### config.mk
export PLATFORM = sky130hd
export DESIGN_NAME = fp_special_pipe
export DESIGN_NICKNAME = d
export VERILOG_FILES = /design/src/rtl/fp_special_pipe.sv
export SDC_FILE = /design/constraint.sdc
export NUM_CORES = 1
export LEC_CHECK = 0
export ABC_AREA = 0
export CAP_MARGIN = 20
export CORE_MARGIN = 8
export CORE_UTILIZATION = 41
export DETAILED_ROUTE_END_ITERATION = 12
export PLACE_DENSITY = 0.76
export SYNTH_ARGS = -nofsm -noshare
export SYNTH_HDL_FRONTEND = slang
export SYNTH_SLANG_ARGS = --single-unit
### constraint.sdc
create_clock -name clk -period 5.8 [get_ports clk]
set_clock_uncertainty 0.1 [all_clocks]
set_input_delay 1.74 -clock clk [delete_from_list [all_inputs] [get_ports clk]]
set_output_delay 1.74 -clock clk [all_outputs]
set_load 0.03 [all_outputs]
### src/rtl/fp_special_pipe.sv
// fp_special_pipe: two-stage IEEE-754 special-case resolver for add, sub and
// mul with a valid/ready handshake. Stage 1 captures operands, effective signs
// and operand classes; stage 2 holds the resolved result for the normal-path
// bypass mux downstream.
// Optional: define FP_SPECIAL_STATS_EN to add saturating stat_special /
// stat_invalid counters of output handshakes.
module fp_special_pipe #(
   parameter int unsigned EXP_W = 8,
   parameter int unsigned MAN_W = 23,
   parameter int unsigned TAG_W = 4,
   parameter int unsigned CNT_W = 16
) (
   input  logic                   clk,
   input  logic                   rst,
   input  logic                   in_valid,
   output logic                   in_ready,
   input  logic [EXP_W+MAN_W:0]   in_a,
   input  logic [EXP_W+MAN_W:0]   in_b,
   input  logic [1:0]             in_op,
   input  logic [TAG_W-1:0]       in_tag,
   output logic                   out_valid,
   input  logic                   out_ready,
   output logic [EXP_W+MAN_W:0]   out_result,
   output logic                   out_special,
   output logic                   out_invalid,
   output logic [TAG_W-1:0]       out_tag
`ifdef FP_SPECIAL_STATS_EN
   ,
   output logic [CNT_W-1:0]       stat_special,
   output logic [CNT_W-1:0]       stat_invalid
`endif
);

   localparam int unsigned W = 1 + EXP_W + MAN_W;

   localparam logic [W-1:0] QNAN = {1'b0, {EXP_W{1'b1}}, 1'b1, {(MAN_W-1){1'b0}}};

   typedef enum logic [2:0] {
      CLS_ZERO,
      CLS_SUB,
      CLS_INF,
      CLS_NAN,
      CLS_NORM
   } fp_class_e;

   localparam logic [1:0] OP_ADD = 2'b00;
   localparam logic [1:0] OP_SUB = 2'b01;
   localparam logic [1:0] OP_MUL = 2'b10;

   // Elaboration-time sanity check of the field widths
   if (EXP_W < 2 || MAN_W < 2 || TAG_W < 1 || CNT_W < 1) begin : g_param_check
      $error("fp_special_pipe: EXP_W and MAN_W must be >= 2, TAG_W and CNT_W >= 1");
   end

   function automatic fp_class_e classify(input logic [W-1:0] x);
      logic [EXP_W-1:0] e;
      logic [MAN_W-1:0] m;
      e = x[W-2 -: EXP_W];
      m = x[MAN_W-1:0];
      if (e == '0) begin
         classify = (m == '0) ? CLS_ZERO : CLS_SUB;
      end else if (e == '1) begin
         classify = (m == '0) ? CLS_INF : CLS_NAN;
      end else begin
         classify = CLS_NORM;
      end
   endfunction

   function automatic logic [W-1:0] quiet(input logic [W-1:0] x);
      quiet = x;
      quiet[MAN_W-1] = 1'b1;
   endfunction

   function automatic logic [W-1:0] inf_val(input logic s);
      inf_val = {s, {EXP_W{1'b1}}, {MAN_W{1'b0}}};
   endfunction

   function automatic logic [W-1:0] zero_val(input logic s);
      zero_val = {s, {(W-1){1'b0}}};
   endfunction

   // ---------------- stage 1 state ----------------
   logic             s1_valid_q, s1_valid_d;
   logic [W-1:0]     s1_a_q, s1_a_d;
   logic [W-1:0]     s1_b_q, s1_b_d;
   fp_class_e        s1_ca_q, s1_ca_d;
   fp_class_e        s1_cb_q, s1_cb_d;
   logic [1:0]       s1_op_q, s1_op_d;
   logic [TAG_W-1:0] s1_tag_q, s1_tag_d;

   // ---------------- stage 2 state ----------------
   logic             s2_valid_q, s2_valid_d;
   logic [W-1:0]     s2_result_q, s2_result_d;
   logic             s2_special_q, s2_special_d;
   logic             s2_invalid_q, s2_invalid_d;
   logic [TAG_W-1:0] s2_tag_q, s2_tag_d;

   logic             s2_load;
   logic             s1_load;
   logic [W-1:0]     b_eff;
   logic [W-1:0]     res_result;
   logic             res_special;
   logic             res_invalid;
   logic             sa, sb;

   // Handshake: each stage refills when empty or when its content moves on
   always_comb begin
      s2_load  = !s2_valid_q || out_ready;
      s1_load  = !s1_valid_q || s2_load;
      in_ready = s1_load;
   end

   // Stage 1 next state: capture operands with B's sign flipped for sub
   always_comb begin
      s1_valid_d = s1_valid_q;
      s1_a_d     = s1_a_q;
      s1_b_d     = s1_b_q;
      s1_ca_d    = s1_ca_q;
      s1_cb_d    = s1_cb_q;
      s1_op_d    = s1_op_q;
      s1_tag_d   = s1_tag_q;
      b_eff      = in_b;
      if (in_op == OP_SUB) begin
         b_eff[W-1] = ~in_b[W-1];
      end
      if (s1_load) begin
         s1_valid_d = in_valid;
         if (in_valid) begin
            s1_a_d   = in_a;
            s1_b_d   = b_eff;
            s1_ca_d  = classify(in_a);
            s1_cb_d  = classify(b_eff);
            s1_op_d  = in_op;
            s1_tag_d = in_tag;
         end
      end
   end

   // Stage 1 register
   always_ff @(posedge clk) begin
      if (rst) begin
         s1_valid_q <= 1'b0;
         s1_a_q     <= '0;
         s1_b_q     <= '0;
         s1_ca_q    <= CLS_ZERO;
         s1_cb_q    <= CLS_ZERO;
         s1_op_q    <= '0;
         s1_tag_q   <= '0;
      end else begin
         s1_valid_q <= s1_valid_d;
         s1_a_q     <= s1_a_d;
         s1_b_q     <= s1_b_d;
         s1_ca_q    <= s1_ca_d;
         s1_cb_q    <= s1_cb_d;
         s1_op_q    <= s1_op_d;
         s1_tag_q   <= s1_tag_d;
      end
   end

   // Special-case resolution of the stage 1 operands, first matching rule wins
   always_comb begin
      res_result  = '0;
      res_special = 1'b0;
      res_invalid = 1'b0;
      sa          = s1_a_q[W-1];
      sb          = s1_b_q[W-1];
      if (s1_valid_q) begin
         case (s1_op_q)
            OP_ADD, OP_SUB: begin
               if (s1_ca_q == CLS_NAN) begin
                  res_result  = quiet(s1_a_q);
                  res_special = 1'b1;
               end else if (s1_cb_q == CLS_NAN) begin
                  res_result  = quiet(s1_b_q);
                  res_special = 1'b1;
               end else if (s1_ca_q == CLS_INF && s1_cb_q == CLS_INF) begin
                  res_special = 1'b1;
                  if (sa != sb) begin
                     res_result  = QNAN;
                     res_invalid = 1'b1;
                  end else begin
                     res_result = s1_a_q;
                  end
               end else if (s1_ca_q == CLS_INF) begin
                  res_result  = s1_a_q;
                  res_special = 1'b1;
               end else if (s1_cb_q == CLS_INF) begin
                  res_result  = s1_b_q;
                  res_special = 1'b1;
               end else if (s1_ca_q == CLS_ZERO && s1_cb_q == CLS_ZERO) begin
                  res_result  = zero_val(sa & sb);
                  res_special = 1'b1;
               end else if (s1_ca_q == CLS_ZERO) begin
                  res_result  = s1_b_q;
                  res_special = 1'b1;
               end else if (s1_cb_q == CLS_ZERO) begin
                  res_result  = s1_a_q;
                  res_special = 1'b1;
               end
            end
            OP_MUL: begin
               if (s1_ca_q == CLS_NAN) begin
                  res_result  = quiet(s1_a_q);
                  res_special = 1'b1;
               end else if (s1_cb_q == CLS_NAN) begin
                  res_result  = quiet(s1_b_q);
                  res_special = 1'b1;
               end else if ((s1_ca_q == CLS_INF && s1_cb_q == CLS_ZERO) ||
                            (s1_ca_q == CLS_ZERO && s1_cb_q == CLS_INF)) begin
                  res_result  = QNAN;
                  res_special = 1'b1;
                  res_invalid = 1'b1;
               end else if (s1_ca_q == CLS_INF || s1_cb_q == CLS_INF) begin
                  res_result  = inf_val(sa ^ sb);
                  res_special = 1'b1;
               end else if (s1_ca_q == CLS_ZERO || s1_cb_q == CLS_ZERO) begin
                  res_result  = zero_val(sa ^ sb);
                  res_special = 1'b1;
               end
            end
            default: begin
               res_result  = QNAN;
               res_special = 1'b1;
               res_invalid = 1'b1;
            end
         endcase
      end
   end

   // Stage 2 next state: advance when empty or consumed, otherwise hold
   always_comb begin
      s2_valid_d   = s2_valid_q;
      s2_result_d  = s2_result_q;
      s2_special_d = s2_special_q;
      s2_invalid_d = s2_invalid_q;
      s2_tag_d     = s2_tag_q;
      if (s2_load) begin
         s2_valid_d   = s1_valid_q;
         s2_result_d  = res_result;
         s2_special_d = res_special;
         s2_invalid_d = res_invalid;
         s2_tag_d     = s1_valid_q ? s1_tag_q : '0;
      end
   end

   // Stage 2 register
   always_ff @(posedge clk) begin
      if (rst) begin
         s2_valid_q   <= 1'b0;
         s2_result_q  <= '0;
         s2_special_q <= 1'b0;
         s2_invalid_q <= 1'b0;
         s2_tag_q     <= '0;
      end else begin
         s2_valid_q   <= s2_valid_d;
         s2_result_q  <= s2_result_d;
         s2_special_q <= s2_special_d;
         s2_invalid_q <= s2_invalid_d;
         s2_tag_q     <= s2_tag_d;
      end
   end

   // Output drive straight from stage 2
   always_comb begin
      out_valid   = s2_valid_q;
      out_result  = s2_result_q;
      out_special = s2_special_q;
      out_invalid = s2_invalid_q;
      out_tag     = s2_tag_q;
   end

`ifdef FP_SPECIAL_STATS_EN
   logic [CNT_W-1:0] stat_special_q, stat_special_d;
   logic [CNT_W-1:0] stat_invalid_q, stat_invalid_d;
   logic             out_fire;

   // Saturating counters of output handshakes carrying special / invalid
   always_comb begin
      out_fire       = s2_valid_q && out_ready;
      stat_special_d = stat_special_q;
      stat_invalid_d = stat_invalid_q;
      if (out_fire && s2_special_q && stat_special_q != '1) begin
         stat_special_d = stat_special_q + 1'b1;
      end
      if (out_fire && s2_invalid_q && stat_invalid_q != '1) begin
         stat_invalid_d = stat_invalid_q + 1'b1;
      end
   end

   // Statistics register
   always_ff @(posedge clk) begin
      if (rst) begin
         stat_special_q <= '0;
         stat_invalid_q <= '0;
      end else begin
         stat_special_q <= stat_special_d;
         stat_invalid_q <= stat_invalid_d;
      end
   end

   // Statistics output drive
   always_comb begin
      stat_special = stat_special_q;
      stat_invalid = stat_invalid_q;
   end
`endif

endmodule
# Word level (Yosys, flattened, before mapping)
# Index checks and enable logic that the tools add are counted.
# totals
regBits	116
latch_bits	0
mem_bits_rw	0
mem_bits_ro	0
in_bits	74
out_inout_bits	40
mem_count	0
# classes
add_sub_neg	0
n_mul	0
n_div	0
order_cmp	0
eq_ne	10
shifts	0
mux	50
n_bitwise	3
reduce_logical	20
# op_table
operator	n
two-way mux 32 bit	15
one-hot mux 32 bit (2 select lines)	1
zero test 23 bit	2
two-way mux 1 bit	27
== test 8 bit, second input constant	2
zero test 8 bit	2
== test 3 x 2 -> 1 bit, second input constant	4
two-way mux 3 bit	4
zero test 3 bit	2
logical OR 1 bit	5
== test 2 x 1 -> 1 bit, second input constant	2
logical AND 1 bit	4
two-way mux 4 bit	1
one-hot mux 1 bit (2 select lines)	2
== test 2 bit, second input constant	1
zero test 1 bit	2
zero test 2 bit	1
AND reduction 2 bit	1
OR reduction 2 bit	1
bitwise AND 1 bit	1
inequality test 1 bit	1
inverter 1 bit	1
XOR 1 bit	1

# Longest topological paths before layout
# depth
ltp_word	11
depth_mapped	8
depth_no_buf	5

# Worst setup path after synthesis
# No wires, ideal clock.
# synth_timing
path_kind	in2out
start	input port out_ready
end	output port in_ready
t_arrival_ps	2209
slack_ps	1751
path_stages	3
path_cell_list	nor2b_1 > clkbuf_1 > nand2_1
# synth_via
elab_chain_len	2
# synth_lines
element	line	text
start: declaration	22	input logic out_ready,
logical OR 1 bit	108	s2_load = !s2_valid_q || out_ready;
logical OR 1 bit	109	s1_load = !s1_valid_q || s2_load;
end: declaration	16	output logic in_ready,
# No other way between the ends.

# Final worst setup path
# Ends and elaborated chain as after synthesis.

==> summary.md <==
| Metric | Value |
|---|---|
| Slew @ Worst Pin | 1.01 ns |
| Arr. time, crit path | 3.11 ns |
| Tcrit/Tclk final | around 85% |
| Top-Level Pins | 114 |
| Routed length per instance | ~17 um |
| Later-pin clock latency in the skew report | a little over 0.4 ns |
| Core ar. | 13100 um2 |
| Diode count | 0 |
| RSZ-0062 raised after global routing | false |
| Worst Hold Slack | 0.357 ns |
| DRC | 0 |
| Die H | 131 um |
| Hold_buf cts | 0 |
| First-pass GRT wire length | 26700 um |
| Port bufs | 113 |
| Hpwl dp | about 11000 um |
| Post-DRT Antenna Nets | 0 |
| Setup violators final | 0 |
| Max clock buf depth | 2 |
| Vias/cell | 5.59 |
| Worst VDD drop | 0.245 mV |
| Most frequent cells in the layout | 202 x nand2_1, 123 x a21oi_1, 116 x dfxtp_1, 112 x clkdlybuf4s50_1, 45 x o21ai_0 |
| Starting DRC count in detailed routing | 482 |
| Post-synth EDFFs | 0 |
| RePlAce Congestion | 0.805 |
| Clock sink count | 116 |
| F_max | 0.202 GHz |
| Cell taking the most area after synthesis | dfxtp_1 |
| Fill count | 1196 |
| Leakage | 2.41 nW |
| Sequential fraction of the synthesis area | 42.8% |
| Sum Neg Setup Slack | 0 ns |
| CP Capture Type | primary output |
| Max-Cap Viols | 0 |
| Avg Synthesized Cell Area | around 7.5 um2 |
| Count of cell types in the netlist | 46 |
| FFs w/ async S/R, synth | 0% |
| Mapped Area | 5430 um2 |
| Critical path launch point | out_ready |
| FF/Latch Area | 2320 um2 |
| Commonest non-fill, non-tap cell in the layout | nand2_1 |
| Starting Density | between 40% and 50% |
| Routed wire length | 16700 um |
| Hold violation count in the final report | 0 |
| Via count | 5555 |
| Largest net degree at the start of global routing | 81 |
| HP Class | reg2reg |
| Area delta synth->final | 31.0% |
| Initial antenna violation count | 0 |
| Root Driver | clkbuf_16 |
| Leading post-synthesis cells by cell area | dfxtp_1 43%, nand2_1 14%, a21oi_1 11% |
| Pwr per Cell Area | 278 nW/um2 |
| Layout cell share with drive strength beyond 1 | 5.62% |
| Die extent in x | around 130 um |
| CTS tree | done |
| Die ar. | ~17000 um2 |
| Vias in the first global route | between 5000 and 6000 |
| Final worst path period need | 4.95 ns |
| RR Startpoint | s1_cb_q[0]$_SDFFE_PP0P_ |
| CTS resizes | 0 |
| Synthesized Nets | roughly 800 |
| Status | completed |
| Synthesized netlist cell count | 726 |
| CTS Buf Count | 17 |
| Hold path start | out_invalid$_SDFFE_PP0P_ |
| FP Rows | 42 |
| Global route overflow | 0 |
| Synthesis Warnings | 0 |
| Rel. slew slack | 32.3% |
| 1st-pass router iterations | 7 |
| Top cell type's share of synthesized area | a little over two fifths |
| Slew Limit Fails | 0 |
| Worst Setup Path Type | in2out |
| Critical Path RT | 3.96 ns |
| Clk pin slew, worst setup/hold paths | 0.05 ns |
| Max FO, Critical Path | 3 |
| Total GRT Usage | 19.8% |
| Footprint of the multi-input gates | 2850 um2 |
| Critical path startpoint category | input port |
| Top_reg_cell synth | dfxtp_1 |
| Total chip power | 1.98 mW |
| Final nets | 880 |
| CTS H-tree lvls | 4 |
| Post-CTS setup buffer count | 0 |
| Number of synthesized register bits | 116 |
-- state kept, by name, summed over array words and instances, names as in the netlist, 2 cells and up --
signal / cells
s1_op_q: 2
s1_ca_q: 3
out_tag: 4
s1_a_q: 32
s1_tag_q: 4
s1_cb_q: 3
out_result: 32
s1_b_q: 32
-- cell usage after synthesis, types with 4 or more instances --
library cell and instances:
a211o_1 8, a21boi_0 21, a21oi_1 123, a221oi_1 21, buf_1 6, buf_2 14
clkbuf_1 38, dfxtp_1 116, nand2_1 203, nand2b_1 4, nand3_1 5, nand4_1 6
nor2_1 15, nor2b_1 4, nor3_1 4, nor4_1 14, o21a_1 9, o21ai_0 45
o21ai_1 21, o221ai_1 8
-- metrics by stage --
step / worst slack [ns] / utilization (%) / area [um2] / cells
after global placement: 0.854 / 50.4 / 6590 / 962
after floorplan: 1.75 / - / 5430 / 726
final: 0.855 / 54.4 / 7110 / 994
after global routing: 0.814 / 54.4 / 7110 / 994
after CTS: 0.845 / 54.4 / 7110 / 994
after detailed placement: 0.853 / 50.4 / 6590 / 962
-- layer usage --
layer | wire, um | up-vias | global-route usage, %
met3 | 1220 | 28 | 4.94
met2 | 7650 | 196 | 31.2
met4 | 412 | 0 | 8.91
met5 | 0 | - | 0
met1 | 7380 | 2603 | 25.0
li1 | - | 2728 | -
-- path summary, 6_finish.rpt --
check	endpoint	slack, ns	depth (start not counted)
setup / recovery	in_ready	0.85	4
hold / removal	out_invalid$_SDFFE_PP0P_	0.36	2
setup reg to reg	out_result[13]$_SDFFE_PP0P_	2.83	5
hold reg to reg	out_invalid$_SDFFE_PP0P_	0.36	2
-- area by class of cell --
cell class                      count  area share (%)
Timing Repair Buffer              121            16.7
Inverter                            3           0.158
Clock inverter                     11           0.862
Multi-Input combinational cell    546            40.1
Tap cell                          176            3.10
Sequential cell                   116            32.6
Clock buffer                       21            6.47
-- power breakdown --
group / switching, mW / internal, mW
Combinational: 0.114 / 0.0902
Sequential: 0.0282 / 0.831
Clock: 0.358 / 0.560
-- critical path, cell delays in order --
cell,delay (ns)
clkdlybuf4s50_1,0.52
nor2b_4,0.05
nand2_1,0.11
clkdlybuf4s50_1,0.69
-- kinds of logic (layout without fill, tap and decap cells) --
group | after synthesis | in the layout | synth area share (%)
adder cells (fa/ha/maj) | 1 | 1 | 0.230
buffers and inverters | 64 | 156 | 5.09
AO/OA/AOI/OAI | 271 | 271 | 30.0
flip-flops | 116 | 116 | 42.8
AND/OR/NAND/NOR | 272 | 272 | 21.6
XOR/XNOR | 2 | 2 | 0.323
No activity file was read; power rests on OpenSTA's default activity.
